$ cat config.mk
export PLATFORM = sky130hd
export DESIGN_NAME = timer_halt_initiator
export DESIGN_NICKNAME = d
export VERILOG_FILES = /design/src/rtl/timer_halt_initiator.sv
export SDC_FILE = /design/constraint.sdc
export NUM_CORES = 1
export LEC_CHECK = 0
export ABC_AREA = 1
export ABC_CLOCK_PERIOD_IN_PS = 1400
export BUFFER_PORTS_ARGS = -buffer_cell sky130_fd_sc_hd__buf_2
export CAP_MARGIN = 20
export CORE_ASPECT_RATIO = 0.5
export CORE_MARGIN = 1.5
export CORE_UTILIZATION = 49
export DETAILED_ROUTE_END_ITERATION = 16
export PLACE_DENSITY = 0.78
export REMOVE_ABC_BUFFERS = 1
export SLEW_MARGIN = 25
export SYNTH_ARGS = -nofsm -noshare
export SYNTH_HDL_FRONTEND = slang
export SYNTH_SLANG_ARGS = --single-unit
$ cat constraint.sdc
create_clock -name clk -period 1.4 [get_ports clk]
set_input_delay 0.28 -clock clk [delete_from_list [all_inputs] [get_ports clk]]
set_output_delay 0.28 -clock clk [all_outputs]
set_load 0.02 [all_outputs]
$ cat src/rtl/timer_halt_initiator.sv
`default_nettype none
// ============================================================================
// timer_halt_initiator : debug-side halt/resume handshake initiator with
//                        ack timeout, ack-loss detection and halt duration.
// Revision: 1.0
// ============================================================================
module timer_halt_initiator #(
  parameter int TIMEOUT_W = 8,
  parameter int HCNT_W    = 16
) (
  input  logic                 clk,
  input  logic                 rst,
  input  logic                 dbg_en,
  input  logic                 halt_cmd,
  input  logic                 resume_cmd,
  input  logic [TIMEOUT_W-1:0] timeout_val,
  input  logic                 err_clr,
  input  logic                 halt_ack,
  output logic                 dbg_mode,
  output logic                 halt_req,
  output logic                 halted,
  output logic                 busy,
  output logic                 timeout_err,
  output logic                 ack_lost_err,
  output logic [HCNT_W-1:0]    halt_cycles
);

  typedef enum logic [1:0] {
    ST_IDLE   = 2'd0,
    ST_REQ    = 2'd1,
    ST_HALTED = 2'd2,
    ST_REL    = 2'd3
  } state_t;

  localparam logic [TIMEOUT_W-1:0] C_TMR_ONE  = {{(TIMEOUT_W-1){1'b0}}, 1'b1};
  localparam logic [HCNT_W-1:0]    C_HCNT_ONE = {{(HCNT_W-1){1'b0}}, 1'b1};

  state_t                state_q, state_d;
  logic [TIMEOUT_W-1:0]  timer_q, timer_d;
  logic [HCNT_W-1:0]     hcnt_q, hcnt_d;
  logic                  terr_q, terr_d;
  logic                  lerr_q, lerr_d;
  logic                  dbg_mode_q, dbg_mode_d;
  logic                  halt_req_q, halt_req_d;
  logic                  halted_q, halted_d;
  logic                  busy_q, busy_d;
  logic                  w_terr_set;
  logic                  w_lerr_set;

  always_comb begin
    state_d    = state_q;
    timer_d    = timer_q;
    hcnt_d     = hcnt_q;
    w_terr_set = 1'b0;
    w_lerr_set = 1'b0;

    case (state_q)
      ST_IDLE: begin
        if (halt_cmd && dbg_en && !resume_cmd) begin
          state_d = ST_REQ;
          timer_d = timeout_val;
        end
      end
      ST_REQ: begin
        // Losing the debugger aborts quietly; otherwise resume beats ack beats timeout.
        if (!dbg_en || resume_cmd) begin
          state_d = ST_REL;
        end else if (halt_ack) begin
          state_d = ST_HALTED;
          hcnt_d  = '0;
        end else if (timer_q == '0) begin
          state_d    = ST_REL;
          w_terr_set = 1'b1;
        end else begin
          timer_d = timer_q - C_TMR_ONE;
        end
      end
      ST_HALTED: begin
        if (!dbg_en || resume_cmd) begin
          state_d = ST_REL;
        end else if (!halt_ack) begin
          state_d    = ST_REL;
          w_lerr_set = 1'b1;
        end else if (hcnt_q != '1) begin
          hcnt_d = hcnt_q + C_HCNT_ONE;
        end
      end
      ST_REL: begin
        if (!halt_ack) begin
          state_d = ST_IDLE;
        end
      end
      default: begin
        state_d = ST_IDLE;
      end
    endcase

    // A set event in the same cycle outranks the clear.
    terr_d     = w_terr_set | (terr_q & ~err_clr);
    lerr_d     = w_lerr_set | (lerr_q & ~err_clr);
    dbg_mode_d = dbg_en;
    halt_req_d = (state_d == ST_REQ) || (state_d == ST_HALTED);
    halted_d   = (state_d == ST_HALTED);
    busy_d     = (state_d != ST_IDLE);
  end

  always_ff @(posedge clk) begin
    if (rst) begin
      state_q    <= ST_IDLE;
      timer_q    <= '0;
      hcnt_q     <= '0;
      terr_q     <= 1'b0;
      lerr_q     <= 1'b0;
      dbg_mode_q <= 1'b0;
      halt_req_q <= 1'b0;
      halted_q   <= 1'b0;
      busy_q     <= 1'b0;
    end else begin
      state_q    <= state_d;
      timer_q    <= timer_d;
      hcnt_q     <= hcnt_d;
      terr_q     <= terr_d;
      lerr_q     <= lerr_d;
      dbg_mode_q <= dbg_mode_d;
      halt_req_q <= halt_req_d;
      halted_q   <= halted_d;
      busy_q     <= busy_d;
    end
  end

  assign dbg_mode     = dbg_mode_q;
  assign halt_req     = halt_req_q;
  assign halted       = halted_q;
  assign busy         = busy_q;
  assign timeout_err  = terr_q;
  assign ack_lost_err = lerr_q;
  assign halt_cycles  = hcnt_q;

endmodule
`default_nettype wire

# After elaboration in Yosys (flattened, before gate mapping)
# Index checks and enable logic that the tools add are counted.
# classes
add_sub_neg,2
n_mul,0
n_div,0
n_lt_le_gt_ge,0
n_eq_ne,14
shift,0
mux,26
bitwise_logic,5
n_reduce_logical,13
# op_table
op,n
2-to-1 mux 16 bit,5
2-to-1 mux 8 bit,4
case mux 16 bit (2 select lines),1
"adder 16 x 1 -> 16 bit, second input constant",1
"!= test 16 bit, second input constant",1
"!= test 2 bit, second input constant",8
case mux 8 bit (2 select lines),1
2-to-1 mux 2 bit,7
zero test 8 bit,1
case mux 2 bit (4 select lines),1
"subtractor 8 x 1 -> 8 bit, second input constant",1
2-to-1 mux 1 bit,7
"equality test 2 bit, second input constant",3
AND reduction 6 bit,1
nonzero test 2 bit,3
AND reduction 5 bit,1
"equality test 2 x 1 -> 1 bit, second input constant",2
AND 1 bit,2
logical AND 1 bit,2
zero test 1 bit,2
zero test 2 bit,1
logical OR 1 bit,2
bitwise OR 1 bit,2
NOT 1 bit,1
# word_totals
ff_bits,32
latch_bits,0
mem_bits_rw,0
mem_bits_ro,0
in_bits,15
out_inout_bits,22
elab_cells,69
memories,0

# Logic depth before layout (Yosys ltp)
# depth
word_depth,7
mapped_depth,10
ltp_nobuf,10

# Worst setup path after synthesis
# OpenSTA, ideal clock, no wires.
# synth_path
path_type,register -> register
startpoint,"register hcnt_q[1], in the netlist halt_cycles[1]"
endpoint,"register hcnt_q[0], in the netlist halt_cycles[0]"
setup_time_ps,78
t_arrival_ps,1648
t_required_ps,1322
slack_ps,-326
stages_incl_launch_ff,9
path_buffers,1
synth_period_minus_slack_ps,1726
cell_sequence,dfxtp_1 ha_1 nand2_1 nor2_4 nand2_2 o21ai_2 buf_4 nor2_1 nor3_1
# synth_between
elab_chain_len,3
# synth_lines
item,line,rtl
"start, declared",40,"logic [HCNT_W-1:0] hcnt_q, hcnt_d;"
"start signal, assigned",121,hcnt_q <= hcnt_d;
!= test 16 bit,84,end else if (hcnt_q != '1) begin
!= test 2 bit (no source line),n/a,
AND reduction 6 bit (no source line),n/a,
# No other way between the ends.
# A chain may end at the register's enable or synchronous reset.

# Worst setup path after layout
# layout_path
startpoint,register state_q[1]
endpoint,"register hcnt_q[11], in the netlist halt_cycles[11]"
# layout_between
elab_chain_len,3
elab_cells_between_ends,10
cone_classes,eq/ne: 7; mux: 1; reduce/logical: 2
# layout_lines
item,line,rtl
"start, declared",38,"state_t state_q, state_d;"
"start signal, assigned",119,state_q <= state_d;
equality test 2 bit or equality test 2 x 1 -> 1 bit (tied branches),57,case (state_q)
!= test 2 bit (no source line) or nonzero test 2 bit (tied branches),n/a,
AND reduction 6 bit (no source line),n/a,
# Several ways; a longest one is shown, not always the timed one.

==> flow_summary.toml <==
[run_status]
status = "finished, violations left"
failed_checks = "setup timing"

[routing]
firstDrtPassIters = 4
ant_nets = 0
remaining_drc_errors = 0
routed_wl_um = 5660
vias_per_cell = 5.18
vias = 2299
drt-initial-drc-count = 115
avgRoutedWirePerCell_um = 12.7

[die]
top_level_ports = 37
die_x_um = 90.7
coreArea_sq_mm = 0.00355
die_area_sq_mm = 0.00425
fp.dieH_um = 46.9
start_util_pct = 53.1
rows = 15

[pwr]
power.density_mw_per_mm2 = 1040
p_leak_nw = 1.29
p_total_mw = 2.82
vdd.ir_drop.worst_uv = 595

[sta]
relSlewSlack_pct = 82.1
period_share_pct = 106
setup-violations-final = 19
fin_crit_ps = 1480
finalClockSkew_ps = 7.80
worst_slack_ps = -84.6
tightest_slew_ps = 268
fin_tns_setup_ps = -677
drv_slew = 0
rsz0062_at_grt = "true"
hold_viol = 0
max_freq_ghz = 0.674

[clocking]
clock-sinks = 32
insertion_delay_ps = 290
cts_buffers = 5
cts_tree = "built"
clk_pin_slew_ps = 70
root_buffer = "clkbuf_8"
clockBufferDepth = 2
htree_num_levels = 2

[yosys]
yosys_warnings = 0
syn_inst = 306
ys_types = 24
synth-seq-cells = 32
synth_area_sq_mm = 0.00188
seq_area_frac_synth_pct = 34.0
avgSynthCellArea_sq_um = 6.16

[setup_path]
path_max_fanout = 8
critPathLaunchType = "flop"
critical_path.endpoint_type = "flop"
crit_arrival_ps = 1700
crit_type = "flop to flop"
cp.required_ps = 1610

[global_route]
grt-ovfl-total = 0
antenna_found_initial = 0
grt_pass1_vias = 1982
grt_use_total_pct = 24.8
grt_max_degree = 17
grt_pass1_wl_um = 8070

[place]
pre_cts_ws_ps = -188
place_congestion = 0.912
port_buffers = 36
place_area_sq_mm = 0.00248
dp.final_hpwl_um = 3790

[cells_and_area]
final_cell_area_sq_mm = 0.00273
most-common-layout-cells = "73 x nand2_1, 53 x nor2_1, 44 x buf_4"
final_common_cell = "nand2_1"
fin_util_pct = 76.8
post_route_cells_drive_above_1_share_pct = 32.8
diodes = 0
fin_nets = 411
areaGrowthSynthToFinish_pct = 44.6

[hold_path]
min_path_type = "input pin to flop"

[flow_run]
drv_cap = 0
-- metrics by stage --
stage | hold WS (ps) | std cells
global placement | 451 | 435
floorplan | 347 | 301
CTS | 204 | 442
detailed placement | 461 | 435
finish | 205 | 444
global route | 239 | 444
-- synthesized netlist by cell type --
cell / instances / area share (%)
o21ai_0: 26 / 6.9
clkbuf_1: 2 / 0.40
buf_4: 2 / 0.80
o21bai_1: 5 / 2.0
xnor2_1: 1 / 0.46
a21oi_1: 11 / 2.9
nand3_1: 23 / 6.1
ha_1: 3 / 2.0
dfxtp_1: 32 / 34
inv_4: 1 / 0.33
nor2_1: 57 / 11
o21ai_2: 1 / 0.46
o31ai_1: 1 / 0.40
nand2_1: 77 / 15
nand2_2: 2 / 0.66
nor2_2: 3 / 1.0
inv_1: 45 / 9.0
nand4_1: 3 / 1.0
a21oi_4: 1 / 0.86
nor3_1: 3 / 0.80
buf_6: 1 / 0.60
a31oi_1: 2 / 0.66
nor2_4: 3 / 1.8
inv_2: 1 / 0.20
-- cell families (layout without fill, tap and decap cells) --
| group | count (synthesis) | count (layout) | share of synthesized area (%) |
|---|---|---|---|
| flip-flops | 32 | 32 | 34.0 |
| adder cells (fa/ha/maj) | 3 | 3 | 1.99 |
| buffers and inverters | 52 | 139 | 11.3 |
| AND/OR/NAND/NOR | 171 | 171 | 38.0 |
| AO/OA/AOI/OAI | 47 | 47 | 14.2 |
| XOR/XNOR | 1 | 1 | 0.465 |
-- per-layer routing --
metal  global-route usage (%)  up-vias  share of wire [%]
met3                     6.31       20                6.8
met4                     14.3        0                2.8
li1                         -     1138                  -
met2                     47.4       98                 49
met5                        0        -                  0
met1                     26.8     1043                 42
-- final cells by class --
cell class | count | area [sq um]
flip-flops and latches | 32 | 646
multi-input cells | 222 | 1150
repair buffers | 85 | 607
clock buffers | 6 | 72.6
well taps | 51 | 63.8
inverters | 47 | 179
clock inverters | 1 | 5.00
fillers | 243 | 822
-- sequential cells by signal, summed over array words and instances (netlist names) --
signal / cells
ack_lost_err: 1
busy: 1
dbg_mode: 1
halt_cycles: 16
halt_req: 1
halted: 1
state_q: 2
timeout_err: 1
timer_q: 8
-- final timing paths --
kind,endpoint,cells after the start,slack [ps],from
worst max-delay path,halt_cycles[11],9,-80,state_q[1]
worst min-delay path,dbg_mode,3,210,dbg_en
worst max register to register,halt_cycles[11],9,-80,state_q[1]
worst min register to register,ack_lost_err,2,470,ack_lost_err
-- power breakdown --
group          switching [mW]  internal [mW]  total, mW
combinational           0.605          0.474       1.08
clock                   0.351          0.338      0.688
sequential             0.0586          0.996       1.05
total                    1.01           1.81       2.82
-- worst max-delay path: stages, from the launching register on --
cell and delay [ps]:
dfxtp_2 330, inv_2 90, nand2_2 80, buf_4 160
a21oi_4 200, o21ai_4 110, buf_12 150, o21bai_1 130
inv_1 50, nor2_1 140
-- timing repair --
| item | CTS | global route |
|---|---|---|
| cloned | 0 | 1 |
| setup endpoints to repair | 25 | 27 |
| buffers inserted | 0 | 1 |
| pin swaps | 4 | 4 |
| hold buffers | 0 | 0 |
| gates resized for setup | 21 | 25 |
No activity file was read; power rests on OpenSTA's default activity.
